[src/rtl/wb_router_pkg.sv]
// Shared types and helpers for the Wishbone project router.
// The slot field sits in adr[23:20]; the top byte selects the user region.
package wb_router_pkg;

  typedef enum logic [1:0] {
    ST_IDLE = 2'd0,
    ST_REQ  = 2'd1,
    ST_RESP = 2'd2
  } state_e;

  localparam int unsigned SLOT_MSB = 23;
  localparam int unsigned SLOT_LSB = 20;

  localparam logic [31:0] ERR_DATA_DFLT = 32'hDEAD_BEEF;

  // A request may be forwarded only to an existing, enabled slot in our region.
  function automatic logic slot_valid(
    input logic [31:0] adr,
    input logic [15:0] active_mask,
    input logic [7:0]  base_hi,
    input logic [4:0]  num_slots
  );
    logic [3:0] slot;
    slot = adr[SLOT_MSB:SLOT_LSB];
    return (adr[31:24] == base_hi) && ({1'b0, slot} < num_slots) && active_mask[slot];
  endfunction

endpackage

[src/rtl/wb_router_timeout.sv]
// Wait counter for the REQ phase: cleared on entry, counts while enabled,
// and flags expiry on the last permitted cycle.
module wb_router_timeout #(
  parameter int unsigned TIMEOUT = 255
) (
  input  logic clk_i,
  input  logic rst_ni,
  input  logic clear_i,
  input  logic en_i,
  output logic expire_o
);

  localparam int unsigned W = $clog2(TIMEOUT + 1);

  logic [W-1:0] cnt_q, cnt_d;

  assign expire_o = (cnt_q == W'(TIMEOUT - 1));

  always_comb begin
    cnt_d = cnt_q;
    if (clear_i) begin
      cnt_d = '0;
    end else if (en_i && !expire_o) begin
      cnt_d = cnt_q + W'(1);
    end
  end

  always_ff @(posedge clk_i or negedge rst_ni) begin
    if (!rst_ni) begin
      cnt_q <= '0;
    end else begin
      cnt_q <= cnt_d;
    end
  end

endmodule

[src/rtl/wb_project_router.sv]
// Wishbone classic router from the management port to per-project slaves.
// One transaction in flight; bad slots or silent slaves complete with an error word.
module wb_project_router
  import wb_router_pkg::*;
#(
  parameter int unsigned NUM_SLOTS = 16,
  parameter logic [7:0]  BASE_HI   = 8'h30,
  parameter int unsigned TIMEOUT   = 255,
  parameter logic [31:0] ERR_DATA  = ERR_DATA_DFLT
) (
  input  logic                    wb_clk_i,
  input  logic                    wb_rst_ni,
  input  logic                    wbs_cyc_i,
  input  logic                    wbs_stb_i,
  input  logic                    wbs_we_i,
  input  logic [3:0]              wbs_sel_i,
  input  logic [31:0]             wbs_adr_i,
  input  logic [31:0]             wbs_dat_i,
  output logic                    wbs_ack_o,
  output logic [31:0]             wbs_dat_o,
  input  logic [NUM_SLOTS-1:0]    active,
  output logic [NUM_SLOTS-1:0]    s_cyc_o,
  output logic [NUM_SLOTS-1:0]    s_stb_o,
  output logic                    s_we_o,
  output logic [3:0]              s_sel_o,
  output logic [31:0]             s_adr_o,
  output logic [31:0]             s_dat_o,
  input  logic [NUM_SLOTS-1:0]    s_ack_i,
  input  logic [32*NUM_SLOTS-1:0] s_dat_i,
  output logic [7:0]              timeout_cnt,
  output logic [3:0]              err_slot
);

  // Handshake: upstream request is cyc&stb; wbs_ack_o is a one-cycle registered
  // pulse issued from RESP. Downstream, cyc/stb of the chosen slot stay high
  // for all of REQ and the slot answers with a one-cycle s_ack_i.
  state_e      state_q, state_d;
  logic [3:0]  slot_q, slot_d;
  logic [3:0]  err_slot_q, err_slot_d;
  logic [31:0] adr_q, adr_d;
  logic [31:0] wdat_q, wdat_d;
  logic [31:0] rdat_q, rdat_d;
  logic        we_q, we_d;
  logic [3:0]  sel_q, sel_d;
  logic        ack_q, ack_d;
  logic [7:0]  tcnt_q, tcnt_d;

  logic [15:0]          active_ext;
  logic                 req_take;
  logic                 req_valid;
  logic                 tmr_clr;
  logic                 tmr_en;
  logic                 tmr_expire;
  logic                 sel_ack;
  logic [31:0]          sel_dat;
  logic [NUM_SLOTS-1:0] slot_oh;

  always_comb begin
    active_ext = '0;
    active_ext[NUM_SLOTS-1:0] = active;
  end

  // The !ack term keeps the request the master is still holding from being taken twice.
  assign req_take  = wbs_cyc_i & wbs_stb_i & ~ack_q;
  assign req_valid = slot_valid(wbs_adr_i, active_ext, BASE_HI, 5'(NUM_SLOTS));
  assign tmr_en    = (state_q == ST_REQ);
  assign tmr_clr   = (state_q == ST_IDLE) & req_take & req_valid;

  always_comb begin
    sel_ack = 1'b0;
    sel_dat = '0;
    slot_oh = '0;
    for (int k = 0; k < NUM_SLOTS; k++) begin
      if (slot_q == 4'(k)) begin
        sel_ack    = s_ack_i[k];
        sel_dat    = s_dat_i[32*k +: 32];
        slot_oh[k] = (state_q == ST_REQ);
      end
    end
  end

  always_comb begin
    state_d    = state_q;
    slot_d     = slot_q;
    err_slot_d = err_slot_q;
    adr_d      = adr_q;
    wdat_d     = wdat_q;
    rdat_d     = rdat_q;
    we_d       = we_q;
    sel_d      = sel_q;
    tcnt_d     = tcnt_q;
    ack_d      = (state_q == ST_RESP);
    case (state_q)
      ST_IDLE: begin
        if (req_take) begin
          adr_d  = wbs_adr_i;
          wdat_d = wbs_dat_i;
          we_d   = wbs_we_i;
          sel_d  = wbs_sel_i;
          slot_d = wbs_adr_i[SLOT_MSB:SLOT_LSB];
          if (req_valid) begin
            state_d = ST_REQ;
          end else begin
            rdat_d     = ERR_DATA;
            err_slot_d = wbs_adr_i[SLOT_MSB:SLOT_LSB];
            state_d    = ST_RESP;
          end
        end
      end
      ST_REQ: begin
        // Abort outranks everything; a slave ack outranks a coincident expiry.
        if (!wbs_cyc_i) begin
          state_d = ST_IDLE;
        end else if (sel_ack) begin
          rdat_d  = sel_dat;
          state_d = ST_RESP;
        end else if (tmr_expire) begin
          rdat_d     = ERR_DATA;
          err_slot_d = slot_q;
          if (tcnt_q != 8'hFF) begin
            tcnt_d = tcnt_q + 8'd1;
          end
          state_d = ST_RESP;
        end
      end
      ST_RESP: begin
        state_d = ST_IDLE;
      end
      default: begin
        state_d = ST_IDLE;
      end
    endcase
  end

  always_ff @(posedge wb_clk_i or negedge wb_rst_ni) begin
    if (!wb_rst_ni) begin
      state_q    <= ST_IDLE;
      slot_q     <= '0;
      err_slot_q <= '0;
      adr_q      <= '0;
      wdat_q     <= '0;
      rdat_q     <= '0;
      we_q       <= 1'b0;
      sel_q      <= '0;
      ack_q      <= 1'b0;
      tcnt_q     <= '0;
    end else begin
      state_q    <= state_d;
      slot_q     <= slot_d;
      err_slot_q <= err_slot_d;
      adr_q      <= adr_d;
      wdat_q     <= wdat_d;
      rdat_q     <= rdat_d;
      we_q       <= we_d;
      sel_q      <= sel_d;
      ack_q      <= ack_d;
      tcnt_q     <= tcnt_d;
    end
  end

  wb_router_timeout #(
    .TIMEOUT (TIMEOUT)
  ) u_timeout (
    .clk_i    (wb_clk_i),
    .rst_ni   (wb_rst_ni),
    .clear_i  (tmr_clr),
    .en_i     (tmr_en),
    .expire_o (tmr_expire)
  );

  assign wbs_ack_o   = ack_q;
  assign wbs_dat_o   = rdat_q;
  assign s_cyc_o     = slot_oh;
  assign s_stb_o     = slot_oh;
  assign s_we_o      = we_q;
  assign s_sel_o     = sel_q;
  assign s_adr_o     = adr_q;
  assign s_dat_o     = wdat_q;
  assign timeout_cnt = tcnt_q;
  assign err_slot    = err_slot_q;

endmodule

[config.mk]
export PLATFORM = sky130hd
export DESIGN_NAME = wb_project_router
export DESIGN_NICKNAME = d
export VERILOG_FILES = /design/src/rtl/wb_router_pkg.sv /design/src/rtl/wb_router_timeout.sv /design/src/rtl/wb_project_router.sv
export SDC_FILE = /design/constraint.sdc
export NUM_CORES = 1
export LEC_CHECK = 0
export BUFFER_PORTS_ARGS = -buffer_cell sky130_fd_sc_hd__buf_2
export CAP_MARGIN = 30
export CORE_AREA = 2 2 294 296
export CTS_BUF_LIST = sky130_fd_sc_hd__clkbuf_16
export CTS_CLUSTER_DIAMETER = 200
export CTS_CLUSTER_SIZE = 16
export DETAILED_ROUTE_END_ITERATION = 8
export DIE_AREA = 0 0 296 298
export SYNTH_ARGS = -nofsm -noshare
export SYNTH_HDL_FRONTEND = slang
export SYNTH_HIERARCHICAL = 1
export SYNTH_SLANG_ARGS = --single-unit
[constraint.sdc]
create_clock -name wb_clk_i -period 5.9 [get_ports wb_clk_i]
set_input_delay 0.885 -clock wb_clk_i [delete_from_list [all_inputs] [get_ports wb_clk_i]]
set_output_delay 0.885 -clock wb_clk_i [all_outputs]
set_load 0.02 [all_outputs]
==> flow_summary.ini, run 1 <==
[logic_synthesis]
async_flop_share_pct = 100
synthTopCellsByCount = dfrtp_1 (124), nand2_1 (107), nor2_1 (94), o21ai_0 (90)
synthXorXnorAreaFrac_pct = 0.592
synth_compound_area_share_pct = 25.5
netlist.top_cell.by_area = dfrtp_1
ys_seq_area_share_pct = 30.0
synthSimpleGateAreaFrac_pct = 13.4
synthTopCellsByArea = dfrtp_1 (30%), mux2_2 (9.0%), mux4_2 (8.0%)
post_synth_inst_count = 1147
ys_ff_latch = 124
synth_cell_type_count = 81
synth_top_area_share_pct = 30.0
synth_top_flop_cell = dfrtp_1
postSynthAreaPerCell_um2 = 9.03
synthAdderAreaFrac_pct = 0.363
synth_area_um2 = 10400
synthMuxAreaShare_pct = 23.7
synth_top_family_by_area = compound AO/OA/AOI/OAI gates
synth_most_common_cell = dfrtp_1
synth_edf_count = 0
yosysWarnings = 6
synth_fp_nets = 1767

[worst_setup_path]
startpoint_type = flip-flop
cp-startpoint = slot_q[2]
worstPathRequired_ns = 5.02
crit_path_end_kind = output port
timing.rr.start = slot_q[2]
crit_fanout = 66
cp_data_arrival_time_ns = 3.44
path_class = reg -> out

[detailed_routing]
postRouteAntennaNets = 0
drc = 0
drtIter0Drc = 1014
wl_per_cell_um = 29.4
num_vias = 13300
routed_via_density = 4.39
routed_wl_um = 89400
first_pass_iters = 5

[hold_path]
hold_class = in -> async

[cts]
ctsHoldBuffers = 0
cts_buffers = 17
htreeDepth = 4
cts-resized-gates = 0
clkTransAtPathRegs_ns = 0.07
postCtsSetupBuffers = 0
cts-root-buf = clkbuf_16
cts_tree = done
worst_skew_pair.late_latency_ns = 0.45
clock_sinks = 124
cts_max_path_buffers = 2

[die]
chipWidth_um = 296
ios = 763
core-area_um2 = 84900
start_util_pct = 12.2
fp.dieArea_um2 = 88200
die_height_um = 298
rows = 107

[global_routing]
grt_overflow_total = 0
grt_usage_pct = 19.6
grt_pass1_vias = 13600
grt_pass1_wl_um = 117000
grt_max_degree = 110
antenna_found_initial = 53

[timing]
hold_viol = 0
timing.final.crit_period_ns = 4.32
setup_violations = 0
tns_ns = 0
fin_crit_sh_pct = 73.3
tightest_slew_ns = 1.07
skew_ns = 0.0120
max_clock_freq_mhz = 231
max_slew_margin_pct = 28.7
rsz0062_at_grt = no
maxSlewViolCount = 0

[outcome]
status = completed

[power]
ir_drop_uv = 166
finalPower_mw = 4.43
powerDensity_nw_per_um2 = 277
p_comb_share_pct = 51.8
switchingPower_mw = 2.05
clockPowerShare_pct = 23.0
power_frac_seq_pct = 25.2
p_int_mw = 2.38
power_leakage_nw = 7.21
p_sw_share_pct = 46.2

[cells_and_area]
nets = 2474
drive_gt1_share_pct = 53.6
area_growth_pct = 54.6

[flow_run]
drv_cap = 0

[placed_design]
dpl.hpwl_um = 75300
gp_congestion = 0.942
io_buffers = 762
[cell type report]
type                    count  area (um^2)
diodes                     26         65.1
clock buffers              17          425
clock inverters            15          125
fillers                  9699        68900
inverters                  13         48.8
multi-input cells         893         6620
flip-flops and latches    124         3120
well taps                1144         1430
repair buffers            805         4170
[cell usage in the layout (no fill, tap or decap), drive strengths merged, types with 26 or more instances in the layout]
master | netlist | final
mux2i | 60 | 60
mux2 | 89 | 89
dfrtp | 124 | 124
nand2 | 108 | 108
o22ai | 26 | 26
buf | 71 | 805
mux4 | 37 | 37
diode | 0 | 26
a22oi | 28 | 28
nor2 | 95 | 95
a21oi | 85 | 85
o21ai | 92 | 92
[power groups by stage]
stage,Sequential [mW],Clock (mW),Combinational (mW)
final,1.12,1.02,2.30
after global routing,1.14,1.09,2.45
after global placement,1.13,0,2.33
after CTS,1.12,1.06,2.34
after detailed placement,1.13,0,2.33
after floorplan,1.21,0,1.04
[through the flow]
stage | std cells | area (um^2) | hold WS, ns | util [%] | setup slack, ns
after CTS | 3011 | 15900 | 0.491 | 18.8 | 1.48
after global placement | 2976 | 15300 | 0.461 | 18.1 | 1.60
after detailed placement | 2979 | 15400 | 0.470 | 18.1 | 1.53
after global routing | 3023 | 16000 | 0.511 | 18.8 | 1.25
final | 3037 | 16000 | 0.479 | 18.9 | 1.58
after floorplan | 1147 | 10400 | 0.466 | - | 2.67
[registers in the layout, indices dropped and copies added (netlist names), 2 cells and up]
name / count
timeout_cnt: 8
slot_q: 3
state_q: 2
wbs_dat_o: 32
u_timeout/cnt_q: 8
s_sel_o: 4
s_dat_o: 32
err_slot: 4
s_adr_o: 29
[cells by family after synthesis]
logic type / count (synthesis)
compound gates: 391
xor+xnor: 7
fa+ha+maj: 3
buf+inv: 130
flops: 124
mux: 186
simple gates: 306
[critical path, stage by stage, from the launching register on]
cell and delay, ns:
dfrtp_4 0.66, buf_4 0.69, nand3b_1 0.56, nor3_1 0.69, buf_2 0.29
[worst paths after layout]
kind / end / slack, ns / cells after the start
worst min register to register: wbs_dat_o[30] / 0.48 / 1
worst max register to register: wbs_dat_o[24] / 1.69 / 7
min in group wb_clk_i: wbs_dat_o[30] / 0.48 / 1
worst max-delay path: s_stb_o[6] / 1.58 / 4
worst min-delay path: s_dat_o[10] / 0.48 / 1
max in group asynchronous: s_dat_o[1] / 4.07 / 2
[per-layer routing]
metal	vias up	GRT usage, %	part of all wire [%]
met3	122	5.32	9.0
met4	24	4.52	2.2
li1	5807	-	-
met1	6600	24.2	40
met2	789	33.6	48
met5	-	0	0.17
Power figures use the tool's default switching activity.
==> run 2, diff against run 1 <==
--- a/config.mk
+++ b/config.mk
@@ -7,12 +7,12 @@
 export LEC_CHECK = 0
 export BUFFER_PORTS_ARGS = -buffer_cell sky130_fd_sc_hd__buf_2
 export CAP_MARGIN = 30
-export CORE_AREA = 2 2 294 296
+export CORE_AREA = 2 2 293 295
 export CTS_BUF_LIST = sky130_fd_sc_hd__clkbuf_16
 export CTS_CLUSTER_DIAMETER = 200
 export CTS_CLUSTER_SIZE = 16
 export DETAILED_ROUTE_END_ITERATION = 8
-export DIE_AREA = 0 0 296 298
+export DIE_AREA = 0 0 295 297
 export SYNTH_ARGS = -nofsm -noshare
 export SYNTH_HDL_FRONTEND = slang
 export SYNTH_HIERARCHICAL = 1
==> constraint.sdc (replaced) <==
create_clock -name wb_clk_i -period 3.8 [get_ports wb_clk_i]
set_input_delay 0.57 -clock wb_clk_i [delete_from_list [all_inputs] [get_ports wb_clk_i]]
set_output_delay 0.57 -clock wb_clk_i [all_outputs]
set_load 0.02 [all_outputs]
==> flow_summary.ini, run 2 (synthesis results as in run 1) <==
[outcome]
status = completed

[detailed_routing]
wl_per_cell_um = 27.6
first_pass_iters = 6
num_vias = 13600
routed_via_density = 4.43
routed_wl_um = 84600
drtIter0Drc = 1103
drc = 0
postRouteAntennaNets = 0

[worst_setup_path]
critPathBufInv = 2
crit_family = compound AO/OA/AOI/OAI gates
crit_path_end_kind = flip-flop
crit_chain = buf_4 > nor2b_2 > buf_4 > nand2_1 > nand2_1 > a222oi_1 > a21oi_1 > a221oi_1 > o31ai_1
cp_data_arrival_time_ns = 3.89
cp_slowest_stage_delay_ns = 0.72
worstPathRequired_ns = 4.11
startpoint_type = flip-flop
crit_fanout = 20
path_class = reg -> reg
slowest_stage = a221oi_1

[power]
powerDensity_nw_per_um2 = 437
power_leakage_nw = 7.38
ir_drop_uv = 304

[global_routing]
grt_usage_pct = 18.5
grt_max_degree = 73
grt_overflow_total = 0
antenna_found_initial = 32
grt_pass1_wl_um = 111000
grt_pass1_vias = 13900

[cts]
postCtsSetupBuffers = 0
cts_buffers = 17
cts_max_path_buffers = 2
clkTransAtPathRegs_ns = 0.07
cts_tree = done
clock_sinks = 124
htreeDepth = 4
cts-root-buf = clkbuf_16
worst_skew_pair.late_latency_ns = 0.47

[timing]
setup_violations = 0
rsz0062_at_grt = no
fin_crit_sh_pct = 94.2
skew_ns = 0.0159
tns_ns = 0
max_clock_freq_mhz = 279
timing.final.crit_period_ns = 3.58
maxSlewViolCount = 0
hold_viol = 0
max_slew_margin_pct = 42.5
tightest_slew_ns = 0.862

[die]
fp.dieArea_um2 = 87600
start_util_pct = 12.3
ios = 763
die_height_um = 297
chipWidth_um = 295
rows = 107
core-area_um2 = 84500

[cells_and_area]
nets = 2509
drive_gt1_share_pct = 54.5
area_growth_pct = 57.3
final_common_cell = buf_2
utilization_pct = 19.3
layout_common_cells = buf_2 (762), dfrtp_1 (120), nand2_1 (106), nor2_1 (91), o21ai_0 (89)

[placed_design]
io_buffers = 762
gp_congestion = 1.01
dpl.hpwl_um = 71200

[flow_run]
drv_cap = 0

[hold_path]
hold_class = in -> async
[run 2: metrics by stage]
step	setup slack [ns]	hold WS (ns)	instance area (um^2)	cells	power (mW)
2_1_floorplan	0.890	0.274	10400	1147	3.49
3_3_place_gp	-0.0447	0.466	15600	3010	5.45
3_5_place_dp	-0.0182	0.464	15700	3013	5.48
4_1_cts	0.0498	0.151	16200	3045	7.21
5_1_grt	0.0552	0.176	16300	3056	7.47
6_report	0.221	0.149	16300	3064	7.12
[run 2: report_power, final]
| part | switching (mW) | internal, mW |
|---|---|---|
| combinational | 2.38 | 1.36 |
| clock | 0.711 | 0.962 |
| sequential | 0.181 | 1.52 |
[run 2: path summary, 6_finish.rpt]
check	startpoint	end	slack [ns]	cells after the start
max in group asynchronous	wb_rst_ni	s_dat_o[8]	2.82	2
min in group wb_clk_i	wbs_adr_i[19]	s_adr_o[19]	0.33	2
hold reg to reg	wbs_dat_o[14]	wbs_dat_o[14]	0.48	2
setup / recovery	s_adr_o[23]	wbs_dat_o[20]	0.22	9
hold / removal	wb_rst_ni	s_dat_o[17]	0.15	1
setup reg to reg	s_adr_o[23]	wbs_dat_o[20]	0.22	9
[run 2: timing repair]
action / in CTS / in global routing
gates resized for setup: 1 / 1
pin swaps: 0 / 0
endpoints found under the setup margin: 1 / 2
hold buffers: 0 / 0
[run 2: routing by layer]
| metal | up-vias | global-route usage, % | wire length, um |
|---|---|---|---|
| li1 | 5868 | - | - |
| met1 | 6605 | 21.5 | 33100 |
| met2 | 890 | 31.0 | 39700 |
| met3 | 196 | 5.03 | 7210 |
| met4 | 22 | 9.57 | 4450 |
| met5 | - | 0 | 152 |
[run 2: layout make-up]
cell class | instances | area [um^2]
Inverter | 13 | 48.8
Fill cell | 9532 | 68200
Multi-Input combinational cell | 893 | 6620
Sequential cell | 124 | 3120
Tap cell | 1144 | 1430
Timing Repair Buffer | 840 | 4440
Clock inverter | 15 | 148
Antenna cell | 18 | 45.0
Clock buffer | 17 | 425
==> run 3, diff against run 2 <==
--- a/config.mk
+++ b/config.mk
@@ -13,6 +13,7 @@
 export CTS_CLUSTER_SIZE = 16
 export DETAILED_ROUTE_END_ITERATION = 8
 export DIE_AREA = 0 0 295 297
+export RECOVER_POWER = 25
 export SYNTH_ARGS = -nofsm -noshare
 export SYNTH_HDL_FRONTEND = slang
 export SYNTH_HIERARCHICAL = 1
==> flow_summary.ini, run 3 (synthesis results as in run 1) <==
[die]
start_util_pct = 12.3
core-area_um2 = 84500
chipWidth_um = 295
fp.dieArea_um2 = 87600
die_height_um = 297
ios = 763
rows = 107

[timing]
max_clock_freq_mhz = 279
max_slew_margin_pct = -37.5
fin_crit_sh_pct = 94.2
setup_violations = 0
maxSlewViolCount = 73
rsz0062_at_grt = no
timing.final.crit_period_ns = 3.58
skew_ns = 0.0156
hold_viol = 0
setup_ws_ns = 0.221
tightest_slew_ns = 2.06

[worst_setup_path]
startpoint_type = flip-flop
worstPathRequired_ns = 4.11
crit_fanout = 20
cp_data_arrival_time_ns = 3.89
r2r_slack_ns = 0.22
path_class = reg -> reg
crit_path_end_kind = flip-flop

[detailed_routing]
drc = 0
wl_per_cell_um = 27.6
num_vias = 13600
routed_wl_um = 84600
routed_via_density = 4.44
drtIter0Drc = 1103
first_pass_iters = 6
postRouteAntennaNets = 0

[power]
p_int_mw = 3.84
p_comb_share_pct = 52.5
power_leakage_nw = 7.38
clockPowerShare_pct = 23.5
powerDensity_nw_per_um2 = 437
power_frac_seq_pct = 23.9
ir_drop_uv = 304
p_sw_share_pct = 46.0
switchingPower_mw = 3.27

[cts]
htreeDepth = 4
cts-root-buf = clkbuf_16
worst_skew_pair.late_latency_ns = 0.47
clkTransAtPathRegs_ns = 0.07
postCtsSetupBuffers = 0
clock_sinks = 124
cts_buffers = 17
cts-resized-gates = 1
cts_max_path_buffers = 2
cts_tree = done
ctsHoldBuffers = 0

[placed_design]
gp_congestion = 1.01
dpl.hpwl_um = 71200
placed_cells = 3013
dp_slack_ns = -0.0182
io_buffers = 762

[cells_and_area]
nets = 2509
area_growth_pct = 57.1
drive_gt1_share_pct = 54.5
layout_common_cells = buf_2 (762), dfrtp_1 (120), nand2_1 (106), nor2_1 (91), o21ai_0 (89)
fin_cells = 3064
final_common_cell = buf_2

[hold_path]
hold_class = in -> reg

[global_routing]
use_met1_pct = 21.5
grt_overflow_total = 0
use_met2_pct = 31.0
grt_pass1_wl_um = 111000
busiest_layer = met2
grt_usage_pct = 18.5
antenna_found_initial = 32
grt_use_met3_pct = 5.03
grt_pass1_vias = 13900
grt_max_degree = 73

[outcome]
failed_checks = max-capacitance violations, max-slew violations
status = finished with violations

[flow_run]
drv_cap = 1
## run 3: cell types whose count changed in the layout (fill, tap and decap cells not counted)
cell	delta
buf_6	-1
buf_12	-1
clkbuf_2	+2
## run 3: layout make-up
cell class | instances | area [um^2]
Antenna cell | 18 | 45.0
Multi-Input combinational cell | 893 | 6620
Clock buffer | 17 | 425
Fill cell | 9534 | 68200
Clock inverter | 15 | 148
Tap cell | 1144 | 1430
Sequential cell | 124 | 3120
Timing Repair Buffer | 840 | 4420
Inverter | 13 | 48.8
## run 3: worst max-delay path, stage by stage, from the launching register on
cell	delay, ns
dfrtp_4	0.62
buf_4	0.27
nor2b_2	0.23
buf_4	0.24
nand2_1	0.26
nand2_1	0.16
a222oi_1	0.61
a21oi_1	0.13
a221oi_1	0.72
o31ai_1	0.15
## run 3: stage by stage
step	TNS, ns	hold WS, ns	total power [mW]	cell area, um^2	utilization [%]
2_1_floorplan	0	0.274	3.49	10400	-
6_report	0	0.333	7.11	16300	19.3
3_3_place_gp	-0.0447	0.466	5.45	15600	18.5
5_1_grt	0	0.300	7.47	16200	19.2
4_1_cts	0	0.151	7.21	16200	19.2
3_5_place_dp	-0.0182	0.464	5.48	15700	18.5
## run 3: power by group through the flow
stage | sequential (mW) | combinational [mW] | clock (mW)
2_1_floorplan | 1.88 | 1.61 | 0
3_3_place_gp | 1.72 | 3.74 | 0
3_5_place_dp | 1.73 | 3.75 | 0
4_1_cts | 1.70 | 3.76 | 1.75
5_1_grt | 1.73 | 3.95 | 1.79
6_report | 1.70 | 3.74 | 1.67
## run 3: path summary, 6_finish.rpt
| path | end | depth (start not counted) | start |
|---|---|---|---|
| max | wbs_dat_o[20] | 9 | s_adr_o[23] |
| min in group asynchronous | s_dat_o[17] | 1 | wb_rst_ni |
| min reg2reg | wbs_dat_o[14] | 2 | wbs_dat_o[14] |
| max reg2reg | wbs_dat_o[20] | 9 | s_adr_o[23] |
| min | s_adr_o[19] | 2 | wbs_adr_i[19] |
| max in group asynchronous | s_dat_o[8] | 2 | wb_rst_ni |
## run 3: metal layers
metal,wire [um],vias up
met5,152,-
met4,4460,22
met3,7170,196
met2,39700,886
met1,33100,6617
li1,-,5869
